[config.mk]
export PLATFORM = sky130hd
export DESIGN_NAME = ram_fifo_ctrl_flat
export DESIGN_NICKNAME = d
export VERILOG_FILES = /design/src/rtl/ram_fifo_ctrl_pkg.sv /design/src/rtl/ram_fifo_ctrl_if.sv /design/src/rtl/ram_fifo_ctrl_out_stage.sv /design/src/rtl/ram_fifo_ctrl.sv /design/src/flat_wrapper.sv
export SDC_FILE = /design/constraint.sdc
export NUM_CORES = 1
export LEC_CHECK = 0
export ABC_AREA = 1
export ABC_CLOCK_PERIOD_IN_PS = 4300
export BUFFER_PORTS_ARGS = -buffer_cell sky130_fd_sc_hd__buf_2
export CAP_MARGIN = 0
export CORE_MARGIN = 5
export CORE_UTILIZATION = 45
export DETAILED_ROUTE_END_ITERATION = 6
export PLACE_DENSITY = 0.7
export SYNTH_ARGS = -nofsm -noshare
export SYNTH_HDL_FRONTEND = slang
export SYNTH_HIERARCHICAL = 1
export SYNTH_SLANG_ARGS = --single-unit
[constraint.sdc]
create_clock -name clk -period 4.3 [get_ports clk]
set_input_delay 1.29 -clock clk [delete_from_list [all_inputs] [get_ports clk]]
set_output_delay 1.29 -clock clk [all_outputs]
set_load 0.02 [all_outputs]
[src/rtl/ram_fifo_ctrl_pkg.sv]
// ram_fifo_ctrl_pkg: shared default widths and depth derivation for the RAM-backed FIFO
package ram_fifo_ctrl_pkg;

    localparam int DEF_DATA_WIDTH = 32;
    localparam int DEF_ADDR_WIDTH = 4;

    // Number of RAM words addressable with the given address width
    function automatic int fifo_depth(input int addr_width);
        return 1 << addr_width;
    endfunction

endpackage

[src/rtl/ram_fifo_ctrl_if.sv]
// ram_fifo_ctrl_if: write-side and read-side valid/ready streams of the FIFO
interface ram_fifo_ctrl_if #(
    parameter int DATA_WIDTH = ram_fifo_ctrl_pkg::DEF_DATA_WIDTH
);

    logic [DATA_WIDTH-1:0] in_data;
    logic                  in_valid;
    logic                  in_ready;
    logic [DATA_WIDTH-1:0] out_data;
    logic                  out_valid;
    logic                  out_ready;

    modport master (
        output in_data, in_valid, out_ready,
        input  in_ready, out_data, out_valid
    );

    modport slave (
        input  in_data, in_valid, out_ready,
        output in_ready, out_data, out_valid
    );

endinterface

[src/rtl/ram_fifo_ctrl_out_stage.sv]
// fifo_out_stage: 2-entry first-word-fall-through stage; an incoming word is visible in its arrival cycle
module fifo_out_stage #(
    parameter int DATA_WIDTH = 32
) (
    input  logic                  clk,
    input  logic                  rstn,
    input  logic                  push_i,
    input  logic [DATA_WIDTH-1:0] din_i,
    input  logic                  pop_i,
    output logic                  valid_o,
    output logic [DATA_WIDTH-1:0] dout_o,
    output logic [1:0]            cnt_o
);

    logic [1:0]            cnt_q, cnt_d;
    logic [DATA_WIDTH-1:0] d0_q, d0_d, d1_q, d1_d;

    assign valid_o = (cnt_q != 2'd0) || push_i;
    assign dout_o  = (cnt_q == 2'd0) ? din_i : d0_q;
    assign cnt_o   = cnt_q;

    // Occupancy and entry shifting; a word pushed and popped while empty bypasses storage
    always_comb begin
        cnt_d = cnt_q + 2'(push_i) - 2'(pop_i);
        d0_d  = (pop_i && cnt_q == 2'd2) ? d1_q :
                (push_i && (pop_i || cnt_q == 2'd0)) ? din_i : d0_q;
        d1_d  = (push_i && (cnt_q == 2'd2 || (cnt_q == 2'd1 && !pop_i))) ? din_i : d1_q;
    end

    // Only validity is reset; stale data is harmless once cnt_q is zero
    always_ff @(posedge clk or negedge rstn) begin
        if (!rstn) cnt_q <= 2'd0;
        else       cnt_q <= cnt_d;
    end

    // Data registers carry no reset
    always_ff @(posedge clk) begin
        d0_q <= d0_d;
        d1_q <= d1_d;
    end

endmodule

[src/rtl/ram_fifo_ctrl.sv]
// ram_fifo_ctrl: FIFO controller over an external 1-cycle-read dual-port RAM with a 2-entry FWFT output stage
module ram_fifo_ctrl
    import ram_fifo_ctrl_pkg::*;
#(
    parameter int DATA_WIDTH = DEF_DATA_WIDTH,
    parameter int ADDR_WIDTH = DEF_ADDR_WIDTH
) (
    input  logic                  clk,
    input  logic                  rstn,
    ram_fifo_ctrl_if.slave        bus,
    output logic [ADDR_WIDTH+1:0] count,
    output logic                  ram_wea,
    output logic [ADDR_WIDTH-1:0] ram_addra,
    output logic [DATA_WIDTH-1:0] ram_dina,
    output logic                  ram_rea,
    output logic [ADDR_WIDTH-1:0] ram_addrb,
    input  logic [DATA_WIDTH-1:0] ram_doutb
);

    localparam int                  DEPTH   = fifo_depth(ADDR_WIDTH);
    localparam logic [ADDR_WIDTH:0] DEPTH_W = DEPTH[ADDR_WIDTH:0];
    localparam int                  CW      = ADDR_WIDTH + 2;

    logic [ADDR_WIDTH-1:0] wr_ptr_q, wr_ptr_d, rd_ptr_q, rd_ptr_d;
    logic [ADDR_WIDTH:0]   mem_cnt_q, mem_cnt_d;
    logic                  rd_pend_q;
    logic [1:0]            stage_cnt;
    logic [2:0]            occ;
    logic                  pop;

    // Write side accepts purely on RAM occupancy, so out_ready never reaches in_ready
    assign bus.in_ready = mem_cnt_q < DEPTH_W;
    assign ram_wea      = bus.in_valid && bus.in_ready;
    assign ram_addra    = wr_ptr_q;
    assign ram_dina     = bus.in_data;

    // Read only words already in RAM at cycle start, and only if the stage has room after this cycle's pop
    assign pop       = bus.out_valid && bus.out_ready;
    assign occ       = {1'b0, stage_cnt} + {2'b0, rd_pend_q} - {2'b0, pop};
    assign ram_rea   = (mem_cnt_q != '0) && (occ < 3'd2);
    assign ram_addrb = rd_ptr_q;
    assign count     = CW'(mem_cnt_q) + CW'(rd_pend_q) + CW'(stage_cnt);

    // Pointer and occupancy next-state; pointers wrap naturally at ADDR_WIDTH bits
    always_comb begin
        wr_ptr_d  = wr_ptr_q + ADDR_WIDTH'(ram_wea);
        rd_ptr_d  = rd_ptr_q + ADDR_WIDTH'(ram_rea);
        mem_cnt_d = mem_cnt_q + (ADDR_WIDTH+1)'(ram_wea) - (ADDR_WIDTH+1)'(ram_rea);
    end

    // Controller state; rd_pend marks the cycle ram_doutb holds the issued read
    always_ff @(posedge clk or negedge rstn) begin
        if (!rstn) begin
            wr_ptr_q  <= '0;
            rd_ptr_q  <= '0;
            mem_cnt_q <= '0;
            rd_pend_q <= 1'b0;
        end else begin
            wr_ptr_q  <= wr_ptr_d;
            rd_ptr_q  <= rd_ptr_d;
            mem_cnt_q <= mem_cnt_d;
            rd_pend_q <= ram_rea;
        end
    end

    fifo_out_stage #(
        .DATA_WIDTH(DATA_WIDTH)
    ) u_stage (
        .clk     (clk),
        .rstn    (rstn),
        .push_i  (rd_pend_q),
        .din_i   (ram_doutb),
        .pop_i   (pop),
        .valid_o (bus.out_valid),
        .dout_o  (bus.out_data),
        .cnt_o   (stage_cnt)
    );

endmodule

[src/flat_wrapper.sv]
// flat-port wrapper written by rule: the top's interface ports become plain ports
module ram_fifo_ctrl_flat import ram_fifo_ctrl_pkg::*;
#(
    parameter int DATA_WIDTH = DEF_DATA_WIDTH,
    parameter int ADDR_WIDTH = DEF_ADDR_WIDTH
)
  (clk, rstn, count, ram_wea, ram_addra, ram_dina, ram_rea, ram_addrb, ram_doutb, bus_in_data, bus_in_valid, bus_out_ready, bus_in_ready, bus_out_data, bus_out_valid);
  ram_fifo_ctrl_if #(.DATA_WIDTH(DATA_WIDTH)) bus_i ();
  input  logic clk;
  input  logic rstn;
  output logic [ADDR_WIDTH+1:0] count;
  output logic ram_wea;
  output logic [ADDR_WIDTH-1:0] ram_addra;
  output logic [DATA_WIDTH-1:0] ram_dina;
  output logic ram_rea;
  output logic [ADDR_WIDTH-1:0] ram_addrb;
  input  logic [DATA_WIDTH-1:0] ram_doutb;
  input wire logic [$bits(bus_i.in_data)-1:0] bus_in_data;
  input wire logic [$bits(bus_i.in_valid)-1:0] bus_in_valid;
  input wire logic [$bits(bus_i.out_ready)-1:0] bus_out_ready;
  output wire logic [$bits(bus_i.in_ready)-1:0] bus_in_ready;
  output wire logic [$bits(bus_i.out_data)-1:0] bus_out_data;
  output wire logic [$bits(bus_i.out_valid)-1:0] bus_out_valid;
  assign bus_i.in_data = bus_in_data;
  assign bus_i.in_valid = bus_in_valid;
  assign bus_i.out_ready = bus_out_ready;
  assign bus_in_ready = bus_i.in_ready;
  assign bus_out_data = bus_i.out_data;
  assign bus_out_valid = bus_i.out_valid;
  ram_fifo_ctrl #(.DATA_WIDTH(DATA_WIDTH), .ADDR_WIDTH(ADDR_WIDTH)) u_core (.clk(clk), .rstn(rstn), .bus(bus_i), .count(count), .ram_wea(ram_wea), .ram_addra(ram_addra), .ram_dina(ram_dina), .ram_rea(ram_rea), .ram_addrb(ram_addrb), .ram_doutb(ram_doutb));
endmodule
After elaboration in Yosys (flattened, before gate mapping):

Index checks and enable logic that the tools add are counted.

* $add $sub $neg: 10
* shifts and indexed selects: 0
* div/mod/pow operators: 0
* equality and inequality tests: 2
* mux-type cells: 3
* bitwise operators: 0
* magnitude comparators: 2
* multiply operators: 0
* reductions and logical operators: 15

Operators by type and width (number)
* 2-to-1 mux 32 bit: 3
* adder 4 x 1 -> 4 bit: 2
* logical AND 1 bit: 7
* adder 5 x 1 -> 6 bit: 1
* adder 6 x 2 -> 6 bit: 1
* adder 5 x 1 -> 5 bit: 1
* < comparator 5 bit (second input constant): 1
* nonzero test 5 bit: 1
* subtractor 5 x 1 -> 5 bit: 1
* nonzero test 2 bit: 2
* adder 2 x 1 -> 3 bit: 1
* logical OR 1 bit: 3
* < comparator 3 x 2 -> 1 bit (second input constant): 1
* subtractor 3 x 1 -> 3 bit: 1
* adder 2 x 1 -> 2 bit: 1
* == test 2 x 1 -> 1 bit (second input constant): 1
* == test 2 bit (second input constant): 1
* logical NOT 2 bit: 1
* subtractor 2 x 1 -> 2 bit: 1
* logical NOT 1 bit: 1

* input port bits: 68
* bits in writable memories: 0
* word-level logic and storage cells: 39
* output and inout port bits: 82
* ROM bits: 0
* memories: 0
* bits in registers: 80
* latch bits: 0

Logic depth before layout (Yosys ltp):

* depth in word-level cells: 7
* depth in mapped cells: 23
* mapped depth without buffers: 23

By module:

The synthesis kept the hierarchy.

By module, submodules not included
* fifo_out_stage: area each 3039.2 um^2, instances 1, sequential area each 1971.9 um^2, cells each 302
* ram_fifo_ctrl: area each 1136.1 um^2, instances 1, sequential area each 350.3 um^2, cells each 127

Least setup slack after synthesis:

No wires, ideal clock.

* path type: input -> register
* start point: in bus_out_ready
* end point: reg u_core.mem_cnt_q[4]
* required time: 4.184 ns
* path buffers: 0
* library setup time: 0.116 ns
* arrival time: 4.107 ns
* stages on the path: 18
* path slack: 0.077 ns
* path through: nand2_1 -> inv_1 -> ha_1 -> or2_2 -> fa_1 -> nand3_1 -> nor2_1 -> ha_1 -> inv_1 -> ha_1 -> inv_1 -> fa_1 -> inv_1 -> nand2_1 -> nand2_1 -> nand2_1 -> nand2_1 -> nand2_1

* word-level cells in the longest chain between the ends: 5

Ends and longest elaborated chain
* from (decl): line flat_wrapper.sv:20 `input wire logic [$bits(bus_i.out_ready)-1:0] bus_out_ready;`
* logical AND 1 bit: line ram_fifo_ctrl.sv:38 `assign pop = bus.out_valid && bus.out_ready;`
* named net u_core.pop: line ram_fifo_ctrl.sv:29 `logic pop;`
* subtractor 3 x 1 -> 3 bit: line ram_fifo_ctrl.sv:39 `assign occ = {1'b0, stage_cnt} + {2'b0, rd_pend_q} - {2'b0, pop};`
* < comparator 3 x 2 -> 1 bit: line ram_fifo_ctrl.sv:40 `assign ram_rea = (mem_cnt_q != '0) && (occ < 3'd2);`
* logical AND 1 bit: line ram_fifo_ctrl.sv:40
* named net ram_rea: line flat_wrapper.sv:15 `output logic ram_rea;`
* subtractor 5 x 1 -> 5 bit: line ram_fifo_ctrl.sv:48 `mem_cnt_d = mem_cnt_q + (ADDR_WIDTH+1)'(ram_wea) - (ADDR_WIDTH+1)'(ram_rea);`
* named net u_core.mem_cnt_d[4]: line ram_fifo_ctrl.sv:25 `logic [ADDR_WIDTH:0] mem_cnt_q, mem_cnt_d;`
* to (signal assigned): line ram_fifo_ctrl.sv:61 `mem_cnt_q <= mem_cnt_d;`
* to (decl): line ram_fifo_ctrl.sv:25

The timed path passes the listed nets, and every way through them passes these cells.
A chain may end at the register's enable or synchronous reset.

Final worst setup path:

* start point: in bus_out_ready
* end point: out ram_rea

* word-level cells in the longest chain between the ends: 4

Ends and longest elaborated chain (line)
* logical AND 1 bit: ram_fifo_ctrl.sv:38
* named net u_core.pop: ram_fifo_ctrl.sv:29
* subtractor 3 x 1 -> 3 bit: ram_fifo_ctrl.sv:39
* < comparator 3 x 2 -> 1 bit: ram_fifo_ctrl.sv:40
* logical AND 1 bit: ram_fifo_ctrl.sv:40
* to (decl): flat_wrapper.sv:15

The timed path passes the listed nets, and every way through them passes these cells.

==> results.tsv <==
stage	metric	value	unit
run_status	status	complete, no violations	
critical_path	critical path peak fanout	2	
power	pwr dens	875.6	nW/um^2
clocking	CTS Buf Count	9	
timing	RSZ-0062 raised after global routing	false	
timing	worst slew pin tran	0.9816	ns
synth	Avg Cell Area, Syn	9.733	sq um
synth	synthesized flop and latch total	80	
clocking	postcts setup bufs	0	
route	# DRC	0	
place	GPL Wtd Cong	0.8189	
place	IO buf count	85	
route	routed vias	2949	
critical_path	crit path cell chain	buf_2 -> nand2_1 -> inv_1 -> ha_1 -> or2_2 -> fa_1 -> nand3_1 -> nor2_2 -> buf_4	
floorplan	row cnt	35	
synth	most frequent cells after synthesis	nand2_1, edfxtp_1, buf_4	
floorplan	Die W	106.3	microns
route	Final ANT Viol Nets	0	
synth	Area contributors post-synth	edfxtp_1, nand2_1, dfrtp_1	
route	First-pass DRT Iterations	4	
floorplan	die footprint	11310	sq um
clocking	H-tree depth	3	
synth	number of synthesized flops with an enable pin	64	
synth	syn_nets	517	
finish	antenna fix cells	0	
synth	Unique masters post-synth	21	
floorplan	Initial Util	0.4562	
clocking	Longest Clk Path Bufs	2	
place	Place WS	0.05231	ns
finish	fin nets	566	
synth	mapped cell area	4175	sq um
critical_path	critical path's largest stage delay	0.50	ns
timing	slew margin rel.	0.3441	
grt	first-pass GRT wire length	13940	microns
timing	Fin. Hold Viols	0	
finish	synth-to-layout area growth	11.60	%
timing	# setup viols final	0	
floorplan	I/O pin cnt	150	
route	routed len/inst	14.62	microns
grt	initial antenna violation count	0	
timing	Period minus WS final	4.190	ns
clocking	clock sinks	80	
route	Vias per Instance	4.973	
timing	skew final	0.01112	ns
worst_hold_path	worst min-delay path class	flip-flop to flip-flop	
timing	Setup WS post-layout	0.1101	ns
critical_path	critical path required time	3.01	ns
critical_path	Worst R2R Setup Slack	0.59	ns
critical_path	startpoint types	input pin	
synth	async set-reset flop share out of synthesis	0.2000	
power	Pleak	2.237	nW
timing	fmax	238.7	MHz
critical_path	Setup CP Type	input pin to output port	
clocking	clock transition at the registers of the reported paths	0.08	ns
timing	Min Hold Slack	0.4724	ns
place	DP HPWL	5647	microns
timing	Pins Over Slew Limit	0	
critical_path	Critical Path Sink Type	output port	
run	reported max-cap violation count	0	
synth	sequential fraction of the synthesis area	0.5562	
critical_path	critical-path cell with the highest stage delay	fa_1	
timing	setup TNS	0	ns
critical_path	critical path arrival	2.90	ns
route	initial drt markers	134	
worst_hold_path	Worst Hold Depth	1	
synth	Synth warnings	6	
clocking	CTS root buffer	clkbuf_8	
synth	Post-Synthesis Cells	429	
floorplan	Die Y-Extent	106.3	microns
route	drt total wl	8667	microns
synth	cell taking the most area after synthesis	edfxtp_1	
power	Max IR drop VDD	503.3	uV
clocking	worst skew pair latency	0.33	ns
synth	most frequent cell after synthesis	nand2_1	
grt	GRT overflow	0	
critical_path	FF-to-FF path depth	24	
floorplan	Core Region	9153	sq um
grt	vias in the first global route	3015	
grt	Total GRT Usage	0.1522	
grt	largest net degree at the start of global routing	43	
timing	period utilisation layout	0.9744	
synth	Post-synth top flop	edfxtp_1	
synth	Yosys top cell area share	0.4603	
clocking	CTS tree	built	
finish	layout cell share with drive strength beyond 1	0.2365	
## cells in the final DEF, fill, tap and decap left out, types with 4 or more instances in the layout
master and instances:
nand2_1 185, buf_2 84, edfxtp_1 64, nand4_1 32
inv_1 25, ha_1 16, dfrtp_1 15, clkbuf_8 9
nand3_1 9, nor2_1 7, buf_4 6, xor2_1 4
fa_1 4
## worst paths after layout
| kind | from | endpoint |
|---|---|---|
| setup / recovery | bus_out_ready | ram_rea |
| hold / removal | u_core/ram_addra[3] | u_core/ram_addra[3] |
| setup reg to reg | u_core/u_stage/cnt_o[0] | u_core/mem_cnt_q[4] |
| hold reg to reg | u_core/ram_addra[3] | u_core/ram_addra[3] |
| max in group asynchronous | rstn | u_core/u_stage/cnt_o[1] |
| min in group asynchronous | rstn | u_core/ram_addra[3] |
## state kept, by name, indices dropped and copies added, names as in the netlist
| name | flops |
|---|---|
| u_core/u_stage/cnt_o | 2 |
| u_core/ram_addrb | 4 |
| u_core/u_stage/d1_q | 32 |
| u_core/ram_addra | 4 |
| u_core/mem_cnt_q | 5 |
| u_core/u_stage/d0_q | 32 |
| u_core/rd_pend_q | 1 |
## routing by layer
layer / global-route usage / share of wire
met2: 0.2647 / 0.49
met1: 0.1821 / 0.45
met4: 0.06013 / 0.0085
met5: 0 / 0
met3: 0.03522 / 0.061
## worst max-delay path: cells and delay by family
family	cells	cell delay (ns)
adder cells (fa/ha/maj)	2	0.76
buffers and inverters	3	0.30
AND/OR/NAND/NOR	4	0.56
## through the flow
stage | instances | area [sq um] | utilization | power (mW)
2_1_floorplan | 429 | 4175 | - | 2.875
3_3_place_gp | 578 | 4420 | 0.4830 | 3.398
3_5_place_dp | 578 | 4420 | 0.4830 | 3.478
4_1_cts | 593 | 4654 | 0.5085 | 4.135
5_1_grt | 593 | 4659 | 0.5091 | 4.414
6_report | 593 | 4659 | 0.5091 | 4.080
## cell families after synthesis
| kind of cell | Yosys count | synth area share |
|---|---|---|
| compound gates | 2 | 0.002996 |
| fa+ha+maj | 20 | 0.06713 |
| xor+xnor | 7 | 0.01468 |
| simple gates | 241 | 0.2454 |
| buf+inv | 79 | 0.1136 |
| flops | 80 | 0.5562 |
## layout make-up
type                            count  area (sq um)
Tap cell                          111         138.9
Inverter                           27         101.3
Multi-Input combinational cell    270          1396
Sequential cell                    80          2323
Clock buffer                       10         127.6
Clock inverter                      5         106.4
Timing Repair Buffer               90         465.4
Fill cell                         873          4493
## repair_timing
action                                  in CTS  in global routing
hold endpoints to repair                     0                  0
endpoints found under the setup margin       0                  1
hold buffers                                 0                  0
resized for setup                            0                  2
## where the power goes
group | internal, mW | leakage, nW | switching [mW]
logic | 0.653 | 1.34 | 1.44
registers | 1.21 | 0.784 | 0.127
clock network | 0.384 | 0.113 | 0.264
Power figures use the tool's default switching activity.
